===== src/rtl/bist_pkg.sv =====
// Shared types and default session constants for the CLA BIST controller
// and the TPG/SA benches.
package bist_pkg;

  typedef enum logic [2:0] {
    IDLE    = 3'd0,
    SEED    = 3'd1,
    RUN     = 3'd2,
    DRAIN   = 3'd3,
    WAIT_SA = 3'd4,
    COMPARE = 3'd5,
    DONE    = 3'd6
  } bist_state_t;

  localparam int         DEF_N_PATTERNS = 7;
  localparam int         DEF_CUT_LAT    = 1;
  localparam int         DEF_SIG_W      = 4;
  localparam logic [3:0] DEF_GOLDEN_SIG = 4'hA;
  localparam int         DEF_TIMEOUT    = 16;
  localparam int         PAT_CNT_W      = 8;

endpackage


===== src/rtl/bist_cla_controller_if.sv =====
// Test-port / TPG / SA signal bundle of the BIST controller.
// The slave modport is the controller's view; master is the driving side.
interface bist_cla_controller_if
  import bist_pkg::*;
#(
  parameter int SIG_W = DEF_SIG_W
);
  logic                 start;
  logic                 abort;
  logic                 sa_done;
  logic [SIG_W-1:0]     sig_in;
  logic                 tpg_load;
  logic                 tpg_en;
  logic                 sa_clr;
  logic                 sa_en;
  logic [PAT_CNT_W-1:0] pattern_cnt;
  logic                 busy;
  logic                 done;
  logic                 pass;
  logic                 fail;
  logic                 timeout;

  modport slave (
    input  start, abort, sa_done, sig_in,
    output tpg_load, tpg_en, sa_clr, sa_en, pattern_cnt,
           busy, done, pass, fail, timeout
  );

  modport master (
    output start, abort, sa_done, sig_in,
    input  tpg_load, tpg_en, sa_clr, sa_en, pattern_cnt,
           busy, done, pass, fail, timeout
  );
endinterface


===== src/rtl/bist_en_delay.sv =====
// Delays the TPG step enable by the CUT+capture latency to form the SA step enable.
// A zero-depth line is a plain wire.
module bist_en_delay #(
  parameter int CUT_LAT = 1
) (
  input  logic clk,
  input  logic rst,
  input  logic clr,
  input  logic din,
  output logic dout
);

  generate
    if (CUT_LAT == 0) begin : g_wire
      logic unused_ok;
      assign unused_ok = clk ^ rst ^ clr;
      assign dout      = din;
    end else begin : g_sr
      logic [CUT_LAT-1:0] sr;

      always_ff @(posedge clk or posedge rst) begin
        if (rst) begin
          sr <= '0;
        end else if (clr) begin
          sr <= '0;
        end else begin
          sr[0] <= din;
          for (int i = 1; i < CUT_LAT; i++) begin
            sr[i] <= sr[i-1];
          end
        end
      end

      assign dout = sr[CUT_LAT-1];
    end
  endgenerate

endmodule


===== src/rtl/bist_cla_controller.sv =====
// Sequences one CLA BIST session: seed, run patterns, drain, wait for SA, compare.
//
// state   | meaning
// IDLE    | no session, outputs cleared
// SEED    | load TPG seed, clear SA (one cycle)
// RUN     | step TPG once per cycle, N_PATTERNS cycles
// DRAIN   | let the enable delay line flush, CUT_LAT cycles
// WAIT_SA | wait for sa_done, bounded by TIMEOUT cycles
// COMPARE | latch signature verdict (one cycle)
// DONE    | results valid and held until next start
module bist_cla_controller
  import bist_pkg::*;
#(
  parameter int               N_PATTERNS = DEF_N_PATTERNS,
  parameter int               CUT_LAT    = DEF_CUT_LAT,
  parameter int               SIG_W      = DEF_SIG_W,
  parameter logic [SIG_W-1:0] GOLDEN_SIG = SIG_W'(DEF_GOLDEN_SIG),
  parameter int               TIMEOUT    = DEF_TIMEOUT
) (
  input logic                    clk,
  input logic                    rst,
  bist_cla_controller_if.slave   bus
);

  localparam logic [PAT_CNT_W-1:0] N_PAT      = PAT_CNT_W'(N_PATTERNS);
  localparam logic [PAT_CNT_W-1:0] LAST_PAT   = PAT_CNT_W'(N_PATTERNS - 1);
  localparam logic [7:0]           TMO_SAT    = 8'(TIMEOUT);
  localparam logic [7:0]           LAST_WAIT  = 8'(TIMEOUT - 1);
  localparam logic [1:0]           DRAIN_LOAD = (CUT_LAT > 0) ? 2'(CUT_LAT - 1) : 2'd0;

  bist_state_t          state;
  logic                 tpg_load_q;
  logic                 sa_clr_q;
  logic                 tpg_en_q;
  logic                 busy_q;
  logic                 done_q;
  logic                 pass_q;
  logic                 fail_q;
  logic                 timeout_q;
  logic [PAT_CNT_W-1:0] pat_cnt;
  logic [7:0]           wait_cnt;
  logic [1:0]           drain_cnt;
  logic                 sa_en_w;

  // Abort flushes the delay line too, so no stray sa_en follows an abort.
  bist_en_delay #(.CUT_LAT(CUT_LAT)) u_en_delay (
    .clk  (clk),
    .rst  (rst),
    .clr  (bus.abort | tpg_load_q),
    .din  (tpg_en_q),
    .dout (sa_en_w)
  );

  always_ff @(posedge clk or posedge rst) begin
    if (rst) begin
      state      <= IDLE;
      tpg_load_q <= 1'b0;
      sa_clr_q   <= 1'b0;
      tpg_en_q   <= 1'b0;
      busy_q     <= 1'b0;
      done_q     <= 1'b0;
      pass_q     <= 1'b0;
      fail_q     <= 1'b0;
      timeout_q  <= 1'b0;
      pat_cnt    <= '0;
      wait_cnt   <= '0;
      drain_cnt  <= '0;
    end else if (bus.abort) begin
      state      <= IDLE;
      tpg_load_q <= 1'b0;
      sa_clr_q   <= 1'b0;
      tpg_en_q   <= 1'b0;
      busy_q     <= 1'b0;
      done_q     <= 1'b0;
      pass_q     <= 1'b0;
      fail_q     <= 1'b0;
      timeout_q  <= 1'b0;
      pat_cnt    <= '0;
      wait_cnt   <= '0;
      drain_cnt  <= '0;
    end else begin
      case (state)
        IDLE, DONE: begin
          if (bus.start) begin
            state      <= SEED;
            busy_q     <= 1'b1;
            done_q     <= 1'b0;
            pass_q     <= 1'b0;
            fail_q     <= 1'b0;
            timeout_q  <= 1'b0;
            tpg_load_q <= 1'b1;
            sa_clr_q   <= 1'b1;
            pat_cnt    <= '0;
            wait_cnt   <= '0;
          end
        end
        SEED: begin
          state      <= RUN;
          tpg_load_q <= 1'b0;
          sa_clr_q   <= 1'b0;
          tpg_en_q   <= 1'b1;
        end
        RUN: begin
          if (pat_cnt < N_PAT) pat_cnt <= pat_cnt + 1'b1;
          if (pat_cnt >= LAST_PAT) begin
            tpg_en_q  <= 1'b0;
            wait_cnt  <= '0;
            drain_cnt <= DRAIN_LOAD;
            state     <= (CUT_LAT == 0) ? WAIT_SA : DRAIN;
          end
        end
        DRAIN: begin
          if (drain_cnt == 2'd0) state <= WAIT_SA;
          else                   drain_cnt <= drain_cnt - 1'b1;
        end
        WAIT_SA: begin
          if (bus.sa_done) begin
            state <= COMPARE;
          end else if (wait_cnt >= LAST_WAIT) begin
            wait_cnt  <= TMO_SAT;
            state     <= DONE;
            busy_q    <= 1'b0;
            done_q    <= 1'b1;
            pass_q    <= 1'b0;
            fail_q    <= 1'b1;
            timeout_q <= 1'b1;
          end else begin
            wait_cnt <= wait_cnt + 1'b1;
          end
        end
        COMPARE: begin
          state     <= DONE;
          busy_q    <= 1'b0;
          done_q    <= 1'b1;
          pass_q    <= (bus.sig_in == GOLDEN_SIG);
          fail_q    <= (bus.sig_in != GOLDEN_SIG);
          timeout_q <= 1'b0;
        end
        default: state <= IDLE;
      endcase
    end
  end

  assign bus.tpg_load    = tpg_load_q;
  assign bus.sa_clr      = sa_clr_q;
  assign bus.tpg_en      = tpg_en_q;
  assign bus.sa_en       = sa_en_w;
  assign bus.pattern_cnt = pat_cnt;
  assign bus.busy        = busy_q;
  assign bus.done        = done_q;
  assign bus.pass        = pass_q;
  assign bus.fail        = fail_q;
  assign bus.timeout     = timeout_q;

endmodule

===== src/flat_wrapper.sv =====
// flat-port wrapper written by rule: the top's interface ports become plain ports
module bist_cla_controller_flat import bist_pkg::*;
#(
  parameter int               N_PATTERNS = DEF_N_PATTERNS,
  parameter int               CUT_LAT    = DEF_CUT_LAT,
  parameter int               SIG_W      = DEF_SIG_W,
  parameter logic [SIG_W-1:0] GOLDEN_SIG = SIG_W'(DEF_GOLDEN_SIG),
  parameter int               TIMEOUT    = DEF_TIMEOUT
)
  (clk, rst, bus_start, bus_abort, bus_sa_done, bus_sig_in, bus_tpg_load, bus_tpg_en, bus_sa_clr, bus_sa_en, bus_pattern_cnt, bus_busy, bus_done, bus_pass, bus_fail, bus_timeout);
  bist_cla_controller_if #(.SIG_W(SIG_W)) bus_i ();
  input logic clk;
  input logic rst;
  input wire logic [$bits(bus_i.start)-1:0] bus_start;
  input wire logic [$bits(bus_i.abort)-1:0] bus_abort;
  input wire logic [$bits(bus_i.sa_done)-1:0] bus_sa_done;
  input wire logic [$bits(bus_i.sig_in)-1:0] bus_sig_in;
  output wire logic [$bits(bus_i.tpg_load)-1:0] bus_tpg_load;
  output wire logic [$bits(bus_i.tpg_en)-1:0] bus_tpg_en;
  output wire logic [$bits(bus_i.sa_clr)-1:0] bus_sa_clr;
  output wire logic [$bits(bus_i.sa_en)-1:0] bus_sa_en;
  output wire logic [$bits(bus_i.pattern_cnt)-1:0] bus_pattern_cnt;
  output wire logic [$bits(bus_i.busy)-1:0] bus_busy;
  output wire logic [$bits(bus_i.done)-1:0] bus_done;
  output wire logic [$bits(bus_i.pass)-1:0] bus_pass;
  output wire logic [$bits(bus_i.fail)-1:0] bus_fail;
  output wire logic [$bits(bus_i.timeout)-1:0] bus_timeout;
  assign bus_i.start = bus_start;
  assign bus_i.abort = bus_abort;
  assign bus_i.sa_done = bus_sa_done;
  assign bus_i.sig_in = bus_sig_in;
  assign bus_tpg_load = bus_i.tpg_load;
  assign bus_tpg_en = bus_i.tpg_en;
  assign bus_sa_clr = bus_i.sa_clr;
  assign bus_sa_en = bus_i.sa_en;
  assign bus_pattern_cnt = bus_i.pattern_cnt;
  assign bus_busy = bus_i.busy;
  assign bus_done = bus_i.done;
  assign bus_pass = bus_i.pass;
  assign bus_fail = bus_i.fail;
  assign bus_timeout = bus_i.timeout;
  bist_cla_controller #(.N_PATTERNS(N_PATTERNS), .CUT_LAT(CUT_LAT), .SIG_W(SIG_W), .GOLDEN_SIG(GOLDEN_SIG), .TIMEOUT(TIMEOUT)) u_core (.clk(clk), .rst(rst), .bus(bus_i));
endmodule

===== config.mk =====
export PLATFORM = sky130hd
export DESIGN_NAME = bist_cla_controller_flat
export DESIGN_NICKNAME = d
export VERILOG_FILES = /design/src/rtl/bist_pkg.sv /design/src/rtl/bist_cla_controller_if.sv /design/src/rtl/bist_en_delay.sv /design/src/rtl/bist_cla_controller.sv /design/src/flat_wrapper.sv
export SDC_FILE = /design/constraint.sdc
export NUM_CORES = 1
export LEC_CHECK = 0
export BUFFER_PORTS_ARGS = -buffer_cell sky130_fd_sc_hd__clkbuf_2
export CAP_MARGIN = 20
export CORE_MARGIN = 3
export CORE_UTILIZATION = 55
export DETAILED_ROUTE_END_ITERATION = 7
export GPL_TIMING_DRIVEN = 1
export PLACE_DENSITY = 0.76
export SLEW_MARGIN = 20
export SYNTH_ARGS = -nofsm -noshare
export SYNTH_HDL_FRONTEND = slang
export SYNTH_SLANG_ARGS = --single-unit

===== constraint.sdc =====
create_clock -name clk -period 2.55 [get_ports clk]
set_clock_uncertainty 0.15 [all_clocks]
set_input_delay 0.255 -clock clk [delete_from_list [all_inputs] [get_ports clk]]
set_output_delay 0.255 -clock clk [all_outputs]
set_load 0.02 [all_outputs]

Yosys cells after proc, flatten, opt, wreduce, memory -nomap -nowiden
Index checks and enable logic that the tools add are counted.
{"block": "op_classes", "n_reduce_logical": 16, "n_eq_ne": 16, "n_addsub": 3, "bitwise": 1, "mux": 42, "magnitude_cmp": 3}
{"operator": "two-way mux 8 bit", "n": 7}
{"operator": "case mux 8 bit (3 select lines)", "n": 1}
{"operator": "two-way mux 3 bit", "n": 6}
{"operator": "case mux 3 bit (6 select lines)", "n": 1}
{"operator": "adder 8 x 1 -> 8 bit (second input constant)", "n": 2}
{"operator": "case mux 8 bit (2 select lines)", "n": 1}
{"operator": "two-way mux 1 bit", "n": 15}
{"operator": "case mux 1 bit (3 select lines)", "n": 5}
{"operator": "!= test 3 x 2 -> 1 bit (second input constant)", "n": 4}
{"operator": "AND reduction 4 bit", "n": 3}
{"operator": "nonzero test 3 bit", "n": 4}
{"operator": "equality test 3 bit (second input constant)", "n": 3}
{"operator": "!= test 3 bit (second input constant)", "n": 3}
{"operator": ">= comparator 8 x 3 -> 1 bit (second input constant)", "n": 1}
{"operator": ">= comparator 8 x 4 -> 1 bit (second input constant)", "n": 1}
{"operator": "< comparator 8 x 3 -> 1 bit (second input constant)", "n": 1}
{"operator": "nonzero test 4 bit", "n": 2}
{"operator": "equality test 3 x 2 -> 1 bit (second input constant)", "n": 2}
{"operator": "two-way mux 2 bit", "n": 3}
{"operator": "AND reduction 3 bit", "n": 2}
{"operator": "equality test 4 bit (second input constant)", "n": 1}
{"operator": "!= test 4 x 3 -> 1 bit (second input constant)", "n": 1}
{"operator": "!= test 4 bit (second input constant)", "n": 1}
{"operator": "case mux 1 bit (2 select lines)", "n": 2}
{"operator": "8 further kinds", "n": 9}
{"block": "word_totals", "ff_bits": 29, "word_cells": 93, "input_bits": 9}

Logic depth before layout (Yosys ltp)
Gate-level depths: netlist (run 1).
{"block": "depth", "ltp_word": 5, "ltp_mapped": 8}

Hierarchy
From an unflattened synthesis (run 1), not the netlist that was laid out.
{"block": "unflattened", "hier_cells": 174, "area_unflattened_um2": 1717.9}
{"module": "bist_cla_controller", "seq_area_each_um2": 700.7, "n_inst": 1, "area_per_inst_um2": 1675.4, "cells_each": 171}
{"module": "bist_en_delay", "seq_area_each_um2": 25.0, "n_inst": 1, "area_per_inst_um2": 42.5, "cells_each": 3}

Worst setup path after synthesis (run 1)
OpenSTA, ideal clock, no wires.
{"block": "synth_path", "kind": "register to register", "start": "reg u_core.pat_cnt[0], in the netlist u_core.bus.pattern_cnt[0]", "end": "reg u_core.wait_cnt[5]", "path_stages_with_launch": 9, "slack_ns": 0.556, "arrival_ns": 1.723, "setup_time_ns": 0.121, "cell_sequence": "dfrtp_1 > inv_1 > ha_1 > nor2b_1 > o21a_1 > o31ai_2 > buf_2 > nor3_1 > o22a_1"}
{"block": "synth_via", "elab_chain_cells": 3}
{"item": "start: declaration", "line": "bist_cla_controller.sv:40", "source": "logic [PAT_CNT_W-1:0] pat_cnt;"}
{"item": "start signal: assignment", "line": "bist_cla_controller.sv:104", "source": "if (pat_cnt < N_PAT) pat_cnt <= pat_cnt + 1'b1;"}
{"item": ">= comparator 8 x 3 -> 1 bit", "line": "bist_cla_controller.sv:105", "source": "if (pat_cnt >= LAST_PAT) begin"}
{"item": "!= test 3 x 2 -> 1 bit (no line)"}
{"item": "AND reduction 4 bit (no line)"}
{"item": "end signal: assignment", "line": "bist_cla_controller.sv:128", "source": "wait_cnt <= wait_cnt + 1'b1;"}
{"item": "end: declaration", "line": "bist_cla_controller.sv:41", "source": "logic [7:0] wait_cnt;"}
No other way between the ends.
A chain may end at the register's enable or synchronous reset.

Worst setup path in the final report (run 1)
{"block": "layout_path", "start": "reg u_core.state[2]", "end": "reg u_core.state[0]"}
{"block": "layout_via", "elab_chain_cells": 4, "elab_cells_between_ends": 15, "cone_classes": "eq/ne: 10; mux: 2; reduce/logical: 3"}
{"item": "start: declaration", "line": "bist_cla_controller.sv:31", "source": "bist_state_t state;"}
{"item": "start signal: assignment", "line": "bist_cla_controller.sv:109", "source": "state <= (CUT_LAT == 0) ? WAIT_SA : DRAIN;"}
{"item": "equality test 3 bit or logical NOT 3 bit (tied branches)", "line": "bist_cla_controller.sv:82", "source": "case (state)"}
{"item": "OR reduction 2 bit", "line": "bist_cla_controller.sv:82"}
{"item": "case mux 3 bit (6 select lines) or != test 3 bit (tied branches)"}
{"item": "two-way mux 3 bit or AND reduction 4 bit (tied branches)"}
Parallel ways exist; a longest one is shown, timed or not.

==> results of run 1 <==
[path summary, 6_finish.rpt]
kind	startpoint	end	slack [ns]	depth (start not counted)
max	u_core.state[2]	u_core.state[0]	0.35	5
min	bus_start	u_core.bus.sa_clr	0.13	3
max reg2reg	u_core.state[2]	u_core.state[0]	0.35	5
min reg2reg	u_core.wait_cnt[7]	u_core.wait_cnt[7]	0.35	1
max in group asynchronous	rst	u_core.u_en_delay.dout	1.60	4
min in group asynchronous	rst	u_core.wait_cnt[7]	0.37	4
[flip-flops by register name (all words and copies together) (netlist names)]
name / cells
u_core.bus.sa_clr: 1
u_core.bus.tpg_en: 1
u_core.bus.done: 1
u_core.bus.busy: 1
u_core.bus.timeout: 1
u_core.bus.pattern_cnt: 8
u_core.wait_cnt: 8
u_core.drain_cnt: 2
u_core.bus.fail: 1
u_core.u_en_delay.dout: 1
u_core.bus.pass: 1
u_core.state: 3
[power by group through the flow]
stage | sequential (uW) | clock (uW) | combinational [uW]
floorplan | 516 | 0 | 136
global placement | 511 | 0 | 175
detailed placement | 513 | 0 | 179
CTS | 504 | 328 | 180
global route | 507 | 352 | 197
finish | 504 | 316 | 179
[worst max-delay path, cell delays in order (launching register included)]
cell	delay, ns
dfrtp_1	0.53
nand2b_1	0.26
or3_4	0.39
o32ai_2	0.40
nor2_1	0.10
a41o_1	0.25
[kinds of logic after synthesis]
logic type               after synthesis
multiplexers                           5
AND/OR/NAND/NOR                       62
AO/OA/AOI/OAI                         41
buffers and inverters                 19
XOR/XNOR                               2
flip-flops                            29
adder cells (fa/ha/maj)                5
[synthesized netlist by cell type (all sizes together)]
cell	n
o21a	2
ha	5
nor4	2
o21ba	1
nand3b	1
o31a	1
buf	7
mux2	5
a2bb2oi	1
o211ai	1
nand3	2
a41o	2
a21oi	4
a22o	1
or4b	1
nor2	14
and3b	1
and2b	1
and2	7
nand4	2
nand2b	7
nand2	13
o22a	3
nor4bb	1
xnor2	1
o41ai	1
a211oi	5
o32ai	1
clkbuf	2
o31ai	3
xor2	1
inv	10
o21ai	9
nor2b	3
dfrtp	29
or3	2
a22oi	1
a21o	1
o22ai	3
a31oi	1
nor3	5
[cells in the final DEF, fill, tap and decap left out, types with 3 or more instances in the layout]
master	count
o22a_1	3
nor2_1	14
a21oi_1	4
mux2_4	4
nor3_1	5
nand2_1	13
inv_1	10
o22ai_1	3
clkbuf_2	25
o21ai_0	9
and2_1	6
nand2b_1	7
a211oi_1	5
nor2b_1	3
dfrtp_1	29
clkbuf_4	5
ha_1	5
[routing by layer]
metal	part of all wire	up-vias	track usage	wire (um)
met3	0.060	4	0.06809	192
met5	0	-	0	0
met4	0.018	0	0.1013	57
met1	0.43	637	0.2362	1353
li1	-	631	-	-
met2	0.50	38	0.3179	1578
[area by class of cell]
class                   count  area share
clock buffers               7     0.03559
clock inverters             1    0.002738
inverters                  10     0.02053
multi-input cells         115      0.4408
flip-flops and latches     29      0.3970
well taps                  31     0.02122
repair buffers             28     0.08214
[repair_timing]
action                    4_1_cts  5_1_grt
hold endpoints to repair       29        0
hold buffers                    1        0
resized for setup               0        0
buffers inserted                0        0
[per-stage QoR]
stage	cells	hold slack (ns)	cell area, um^2
after floorplan	163	0.1831	1627
after global placement	212	0.1626	1748
after detailed placement	212	0.1832	1748
after CTS	221	0.1118	1828
after global routing	221	0.1838	1828
final	221	0.1331	1828
==> flow_metrics.py, run 1 <==
metrics = {
    "synth": {
        "synth_fa_ha_area_frac": 0.03846,
        "synth_top_cell_area_share": 0.4462,
        "ys_types": 48,
        "ys_seq_area_frac": 0.4462,
        "syn_avg_cell_area_um2": 9.979,
        "synthMuxAreaShare": 0.04385,
        "synth_xor_area_frac": 0.01077,
        "synth-simple-area-share": 0.2177,
        "synth-warning-count": 0,
        "yosys.area.top_type": "dfrtp_1",
        "synth_compound_area_frac": 0.1846,
        "syn-cell-area_mm2": 0.001627,
        "synth_seq_cells": 29,
        "synth_top_family_by_area": "simple AND/OR/NAND/NOR gates",
        "synth_area_leaders": "dfrtp_1 45%, ha_1 3.8%, mux2_4 3.7%, nor2_1 3.2%, nand2_1 3.0%",
        "synthCells": 163,
        "synth_fp_nets": 177,
    },
    "drt": {
        "postRouteAntennaNets": 0,
        "routed_wl_um": 3181,
        "drt_iter0_drc": 58,
        "dr_total_vias": 1310,
        "dr.pass1.iters": 4,
        "drc": 0,
        "vias_per_cell": 5.928,
        "routedWlPerCell_um": 14.39,
    },
    "global_routing": {
        "grt_pass1_vias": 1248,
        "grt_pass1_wl_um": 5347,
        "grt_antenna_before_repair": 0,
        "grt.total_usage": 0.1983,
        "grt-ovfl-total": 0,
        "grt_max_degree": 30,
    },
    "layout": {
        "register_area_um2": 725.7,
        "drive_gt1_frac": 0.2526,
        "area_delta_synth_final_pct": 12.38,
        "diodes": 0,
        "nNetsFinal": 203,
        "multi_input_area_um2": 805.8,
        "fillers": 236,
        "final_util": 0.6572,
    },
    "setup_path": {
        "cp-start-kind": "register",
        "path_max_fanout": 14,
        "critPathRequiredTime_ns": 2.62,
        "worstSetupPathType": "reg -> reg",
        "end_kind": "register",
        "crit_arrival_ns": 2.26,
    },
    "timing": {
        "setup_viol": 0,
        "tightest_slew_ns": 0.6666,
        "slew_headroom": 0.5515,
        "fmax_ghz": 0.4553,
        "final.min_clock_period_ns": 2.196,
        "finalHoldViolations": 0,
        "slew_viol_final": 0,
        "timing.final.crit_share": 0.8612,
        "fin_tns_setup_ns": 0,
        "fin_ws_ns": 0.3539,
        "grt_setup_unrepaired": "no",
    },
    "pwr": {
        "powerDensity_mw_per_mm2": 546.6,
        "p_total_uw": 999.3,
        "switching_share": 0.2879,
        "intPower_uw": 711.6,
        "share_comb_of_total_power": 0.179,
        "peakVddDrop_mv": 0.4681,
        "leakage_uw": 0.0009249,
        "pwr-share-seq": 0.504,
        "clock_power_share": 0.316,
        "netSwitchingPower_uw": 287.7,
    },
    "place": {
        "place_congestion": 0.8615,
        "post-dp-hpwl_um": 2319,
        "portBuffers": 25,
        "pre_cts_slack_ns": 0.3792,
    },
    "cts": {
        "clock_path_buffers": 2,
        "clockRootBuffer": "clkbuf_4",
        "cts_inserted_buffers": 5,
        "cts-htree-levels": 2,
        "worstSkewPairLatency_ns": 0.33,
        "clock-sinks": 29,
        "cts.reportedPaths.clkPinSlew_ns": 0.09,
        "cts_tree": "yes",
    },
    "min_path": {
        "worstHoldPathType": "in -> reg",
    },
    "run_status": {
        "status": "finished, final reports clean",
    },
    "die": {
        "start_util": 0.5848,
        "coreArea_mm2": 0.002781,
        "fp.dieH_um": 60.38,
        "dieArea_mm2": 0.003646,
        "die_w_um": 60.38,
        "placementRows": 19,
        "ios": 26,
    },
    "flow_run": {
        "cap_violations": 0,
    },
}
Power figures use the tool's default switching activity.
==> run 2, diff against run 1 <==
--- a/config.mk
+++ b/config.mk
@@ -5,7 +5,7 @@
 export SDC_FILE = /design/constraint.sdc
 export NUM_CORES = 1
 export LEC_CHECK = 0
-export BUFFER_PORTS_ARGS = -buffer_cell sky130_fd_sc_hd__clkbuf_2
+export BUFFER_PORTS_ARGS = -buffer_cell sky130_fd_sc_hd__buf_2
 export CAP_MARGIN = 20
 export CORE_MARGIN = 3
 export CORE_UTILIZATION = 55
==> flow_metrics.py, run 2 (synthesis results as in run 1) <==
metrics = {
    "layout": {
        "area_delta_synth_final_pct": 12.38,
        "fillers": 214,
        "diodes": 0,
        "drive_gt1_frac": 0.2526,
        "nNetsFinal": 203,
        "final_cell_mix": "29 x dfrtp_1, 25 x buf_2, 14 x nor2_1",
        "layout_commonest_cell": "dfrtp_1",
    },
    "global_routing": {
        "grt.total_usage": 0.1861,
        "grt_max_degree": 30,
        "grt_antenna_before_repair": 0,
        "grt_pass1_wl_um": 5030,
        "grt_pass1_vias": 1176,
        "grt-ovfl-total": 0,
    },
    "cts": {
        "cts-htree-levels": 2,
        "cts.reportedPaths.clkPinSlew_ns": 0.09,
        "clock-sinks": 29,
        "cts_tree": "yes",
        "cts_inserted_buffers": 5,
        "clock_path_buffers": 2,
        "worstSkewPairLatency_ns": 0.32,
        "clockRootBuffer": "clkbuf_4",
    },
    "die": {
        "die_w_um": 60.38,
        "coreArea_mm2": 0.002781,
        "dieArea_mm2": 0.003646,
        "ios": 26,
        "placementRows": 19,
        "start_util": 0.5848,
        "fp.dieH_um": 60.38,
    },
    "pwr": {
        "netSwitchingPower_uw": 281.5,
        "p_total_uw": 993.6,
        "pwr-share-seq": 0.506,
        "intPower_uw": 712.1,
        "powerDensity_mw_per_mm2": 543.5,
        "clock_power_share": 0.318,
        "share_comb_of_total_power": 0.176,
        "switching_share": 0.2833,
        "leakage_uw": 0.0009359,
        "peakVddDrop_mv": 0.4413,
    },
    "drt": {
        "wl_met1_um": 1351,
        "drc": 0,
        "routed_wl_um": 3015,
        "dr.pass1.iters": 4,
        "routedWlPerCell_um": 13.64,
        "met3_length_um": 160,
        "postRouteAntennaNets": 0,
        "vias_per_cell": 5.760,
        "dr_total_vias": 1273,
        "met2WireLength_um": 1470,
        "top_layer": "met4",
        "drt_iter0_drc": 48,
    },
    "timing": {
        "finalHoldViolations": 0,
        "slew_viol_final": 0,
        "timing.final.crit_share": 0.8417,
        "fmax_ghz": 0.4659,
        "grt_setup_unrepaired": "no",
        "fin_tns_setup_ns": 0,
        "tightest_slew_ns": 0.6168,
        "setup_viol": 0,
        "final.min_clock_period_ns": 2.146,
        "slew_headroom": 0.5850,
    },
    "setup_path": {
        "worstSetupPathType": "reg -> reg",
        "end_kind": "register",
        "path_cells": "or4b_4, nand3b_4, o32ai_2, nor2_1, a41o_1",
        "crit_arrival_ns": 2.21,
        "path_max_fanout": 12,
        "critPathSlowestCell": "or4b_4",
        "slowest_delay_ns": 0.60,
        "cp-start-kind": "register",
        "crit_family": "simple AND/OR/NAND/NOR gates",
        "crit_buf_inv": 0,
        "critPathRequiredTime_ns": 2.62,
    },
    "min_path": {
        "worstHoldPathType": "in -> reg",
    },
    "place": {
        "place_congestion": 0.8298,
        "portBuffers": 25,
        "post-dp-hpwl_um": 2237,
    },
    "flow_run": {
        "cap_violations": 0,
    },
    "run_status": {
        "status": "finished, final reports clean",
    },
}
run 2: cell count changes in the layout (fill, tap and decap cells not counted), sizes merged:
cell    before  now
clkbuf      32    7
buf          2   27
run 2: worst paths after layout:
check / slack [ns] / cells after the start / end / start
setup / recovery: 0.40 / 5 / u_core.state[0] / u_core.state[0]
hold / removal: 0.14 / 3 / u_core.bus.sa_clr / bus_start
setup reg to reg: 0.40 / 5 / u_core.state[0] / u_core.state[0]
hold reg to reg: 0.34 / 1 / u_core.wait_cnt[6] / u_core.wait_cnt[6]
max in group asynchronous: 1.59 / 4 / u_core.bus.pattern_cnt[1] / rst
min in group asynchronous: 0.38 / 4 / u_core.wait_cnt[7] / rst
run 2: repair_timing:
action / in CTS / in global routing
hold endpoints to repair: 29 / 0
hold buffers: 1 / 0
resized for setup: 0 / 0
buffers inserted: 0 / 0
run 2: cell type report:
| class | count | area, um^2 | share of cell area |
|---|---|---|---|
| multi-input cells | 115 | 805.8 | 0.4408 |
| flip-flops and latches | 29 | 725.7 | 0.3970 |
| repair buffers | 28 | 150.1 | 0.08214 |
| clock buffers | 7 | 65.06 | 0.03559 |
| well taps | 31 | 38.79 | 0.02122 |
| inverters | 10 | 37.54 | 0.02053 |
| clock inverters | 1 | 5.005 | 0.002738 |
run 2: power by group through the flow:
stage | sequential, uW | clock [uW] | combinational, uW
2_1_floorplan | 516 | 0 | 136
3_3_place_gp | 510 | 0 | 175
3_5_place_dp | 512 | 0 | 177
4_1_cts | 503 | 320 | 178
5_1_grt | 505 | 344 | 194
6_report | 502 | 316 | 175
run 2: metal layers:
layer / up-vias / global-route usage
met2: 29 / 0.3040
met5: - / 0
met1: 610 / 0.2332
met4: 0 / 0.08228
li1: 630 / -
met3: 4 / 0.04681
run 2: per-stage QoR:
step                      hold WS (ns)  instance area [um^2]  worst slack (ns)  utilization  cells
final                           0.1363                  1828            0.4036       0.6572    221
after global routing            0.1876                  1828            0.2992       0.6572    221
after CTS                       0.1300                  1828            0.3958       0.6572    221
after detailed placement        0.1983                  1748            0.4031       0.6284    212
after global placement          0.1833                  1748            0.4488       0.6284    212
after floorplan                 0.1831                  1627            0.5562            -    163
run 2: worst reg2reg max path: stages (launching register included):
cell and delay [ns]:
dfrtp_1 0.52, or4b_4 0.60, nand3b_4 0.20, o32ai_2 0.23, nor2_1 0.10, a41o_1 0.24
==> run 3, diff against run 2 <==
==> constraint.sdc (replaced) <==
create_clock -name clk -period 2.25 [get_ports clk]
set_clock_uncertainty 0.15 [all_clocks]
set_input_delay 0.225 -clock clk [delete_from_list [all_inputs] [get_ports clk]]
set_output_delay 0.225 -clock clk [all_outputs]
set_load 0.02 [all_outputs]
==> flow_metrics.py, run 3 (synthesis results as in run 1) <==
metrics = {
    "pwr": {
        "leakage_uw": 0.0009518,
        "netSwitchingPower_uw": 320.9,
        "intPower_uw": 815.0,
        "clock_power_share": 0.312,
        "peakVddDrop_mv": 0.5390,
        "powerDensity_mw_per_mm2": 610.6,
        "switching_share": 0.2825,
        "share_comb_of_total_power": 0.193,
        "pwr-share-seq": 0.495,
    },
    "timing": {
        "setup_viol": 0,
        "grt_setup_unrepaired": "no",
        "finalHoldViolations": 0,
        "fin_ws_ns": 0.1690,
        "slew_viol_final": 0,
        "fin_tns_setup_ns": 0,
        "slew_headroom": 0.6353,
        "final.min_clock_period_ns": 2.081,
        "fmax_ghz": 0.4805,
        "timing.final.crit_share": 0.9249,
        "tightest_slew_ns": 0.5446,
    },
    "cts": {
        "post-cts-setup-buffers": 0,
        "cts-htree-levels": 2,
        "cts_inserted_buffers": 5,
        "worstSkewPairLatency_ns": 0.32,
        "clock-sinks": 29,
        "clock_path_buffers": 2,
        "cts_tree": "yes",
        "clockRootBuffer": "clkbuf_4",
        "cts.reportedPaths.clkPinSlew_ns": 0.09,
    },
    "flow_run": {
        "cap_violations": 0,
    },
    "die": {
        "coreArea_mm2": 0.002781,
        "fp.dieH_um": 60.38,
        "placementRows": 19,
        "dieArea_mm2": 0.003646,
        "ios": 26,
        "start_util": 0.5848,
        "die_w_um": 60.38,
    },
    "layout": {
        "register_area_um2": 728.2,
        "drive_gt1_frac": 0.2784,
        "multi_input_area_um2": 805.8,
        "area_delta_synth_final_pct": 14.38,
        "diodes": 0,
        "layout_commonest_cell": "dfrtp_1",
        "fillers": 234,
        "nNetsFinal": 207,
        "final_cell_mix": "27 x dfrtp_1, 25 x buf_2, 14 x nor2_1",
    },
    "setup_path": {
        "path_max_fanout": 14,
        "cp-start-kind": "register",
        "rrSetupSlack_ns": 0.17,
        "crit_arrival_ns": 2.15,
        "rr_worst_depth": 5,
        "worstSetupPathType": "reg -> reg",
        "r2r_end": "u_core.state[0]",
        "r2r_start": "u_core.state[2]",
        "critPathRequiredTime_ns": 2.32,
        "end_kind": "register",
        "critPathLaunch": "u_core.state[2]",
    },
    "drt": {
        "routedWlPerCell_um": 13.51,
        "postRouteAntennaNets": 0,
        "dr.pass1.iters": 4,
        "dr_total_vias": 1287,
        "drt_iter0_drc": 54,
        "routed_wl_um": 3039,
        "drc": 0,
        "vias_per_cell": 5.720,
    },
    "place": {
        "post-dp-hpwl_um": 2258,
        "place_congestion": 0.9337,
        "pre_cts_slack_ns": 0.1321,
        "portBuffers": 25,
    },
    "min_path": {
        "hold_start": "bus_start",
        "worstHoldPathType": "in -> reg",
        "holdPathStages": 3,
        "hold_path_end": "u_core.bus.sa_clr",
    },
    "global_routing": {
        "grt.total_usage": 0.1954,
        "grt-ovfl-total": 0,
        "grt_pass1_vias": 1154,
        "grt_antenna_before_repair": 0,
        "grt_pass1_wl_um": 5140,
        "grt_max_degree": 30,
    },
    "run_status": {
        "status": "finished, final reports clean",
    },
}
==> run 3: changes by cell type in the layout (fill, tap and decap cells not counted), sizes merged <==
cell / previous run / this run
buf: 27 / 31
==> run 3: worst max path at each step <==
stage / end / slack, ns
finish: u_core.state[0] / 0.17
global route: u_core.wait_cnt[2] / 0.03
CTS: u_core.state[0] / 0.12
detailed placement: u_core.wait_cnt[2] / 0.13
global placement: u_core.state[0] / 0.18
floorplan: u_core.wait_cnt[5] / 0.26
==> run 3: repair_timing <==
| item | in CTS | in global routing |
|---|---|---|
| endpoints found under the setup margin | 0 | 3 |
| endpoints found under the hold margin | 29 | 0 |
| gates resized for setup | 0 | 2 |
| hold buffers | 1 | 0 |
==> run 3: area by class of cell <==
cell class                      instances  area share
Clock inverter                          1    0.002690
Clock buffer                            7     0.03497
Timing Repair Buffer                   32     0.09684
Sequential cell                        29      0.3914
Inverter                               10     0.02017
Multi-Input combinational cell        115      0.4331
Tap cell                               31     0.02085
==> run 3: critical path, stage by stage (launching register included) <==
cell	delay [ns]
dfrtp_2	0.50
nand2b_1	0.22
or3_4	0.38
o32ai_2	0.37
nor2_1	0.10
a41o_1	0.24
==> run 3: power groups by stage <==
stage | Clock [uW] | Combinational (uW) | Sequential, uW
global route | 393 | 241 | 565
global placement | 0 | 215 | 571
CTS | 372 | 220 | 561
finish | 354 | 219 | 562
detailed placement | 0 | 218 | 572
floorplan | 0 | 154 | 585
==> run 3: per-stage QoR <==
stage | cell area (um^2) | cells | total power, uW | utilization | hold slack (ns)
3_5_place_dp | 1778 | 216 | 789.8 | 0.6392 | 0.1630
4_1_cts | 1858 | 225 | 1154 | 0.6680 | 0.07824
2_1_floorplan | 1627 | 163 | 738.7 | - | 0.1531
6_report | 1861 | 225 | 1136 | 0.6689 | 0.09604
3_3_place_gp | 1778 | 216 | 786.1 | 0.6392 | 0.1567
5_1_grt | 1861 | 225 | 1200 | 0.6689 | 0.09170
==> run 3: routing by layer <==
layer / global-route usage / vias up / wire, um
li1: - / 638 / -
met1: 0.2456 / 615 / 1391
met2: 0.3071 / 29 / 1432
met3: 0.06383 / 5 / 150
met4: 0.08861 / 0 / 64
met5: 0 / - / 0
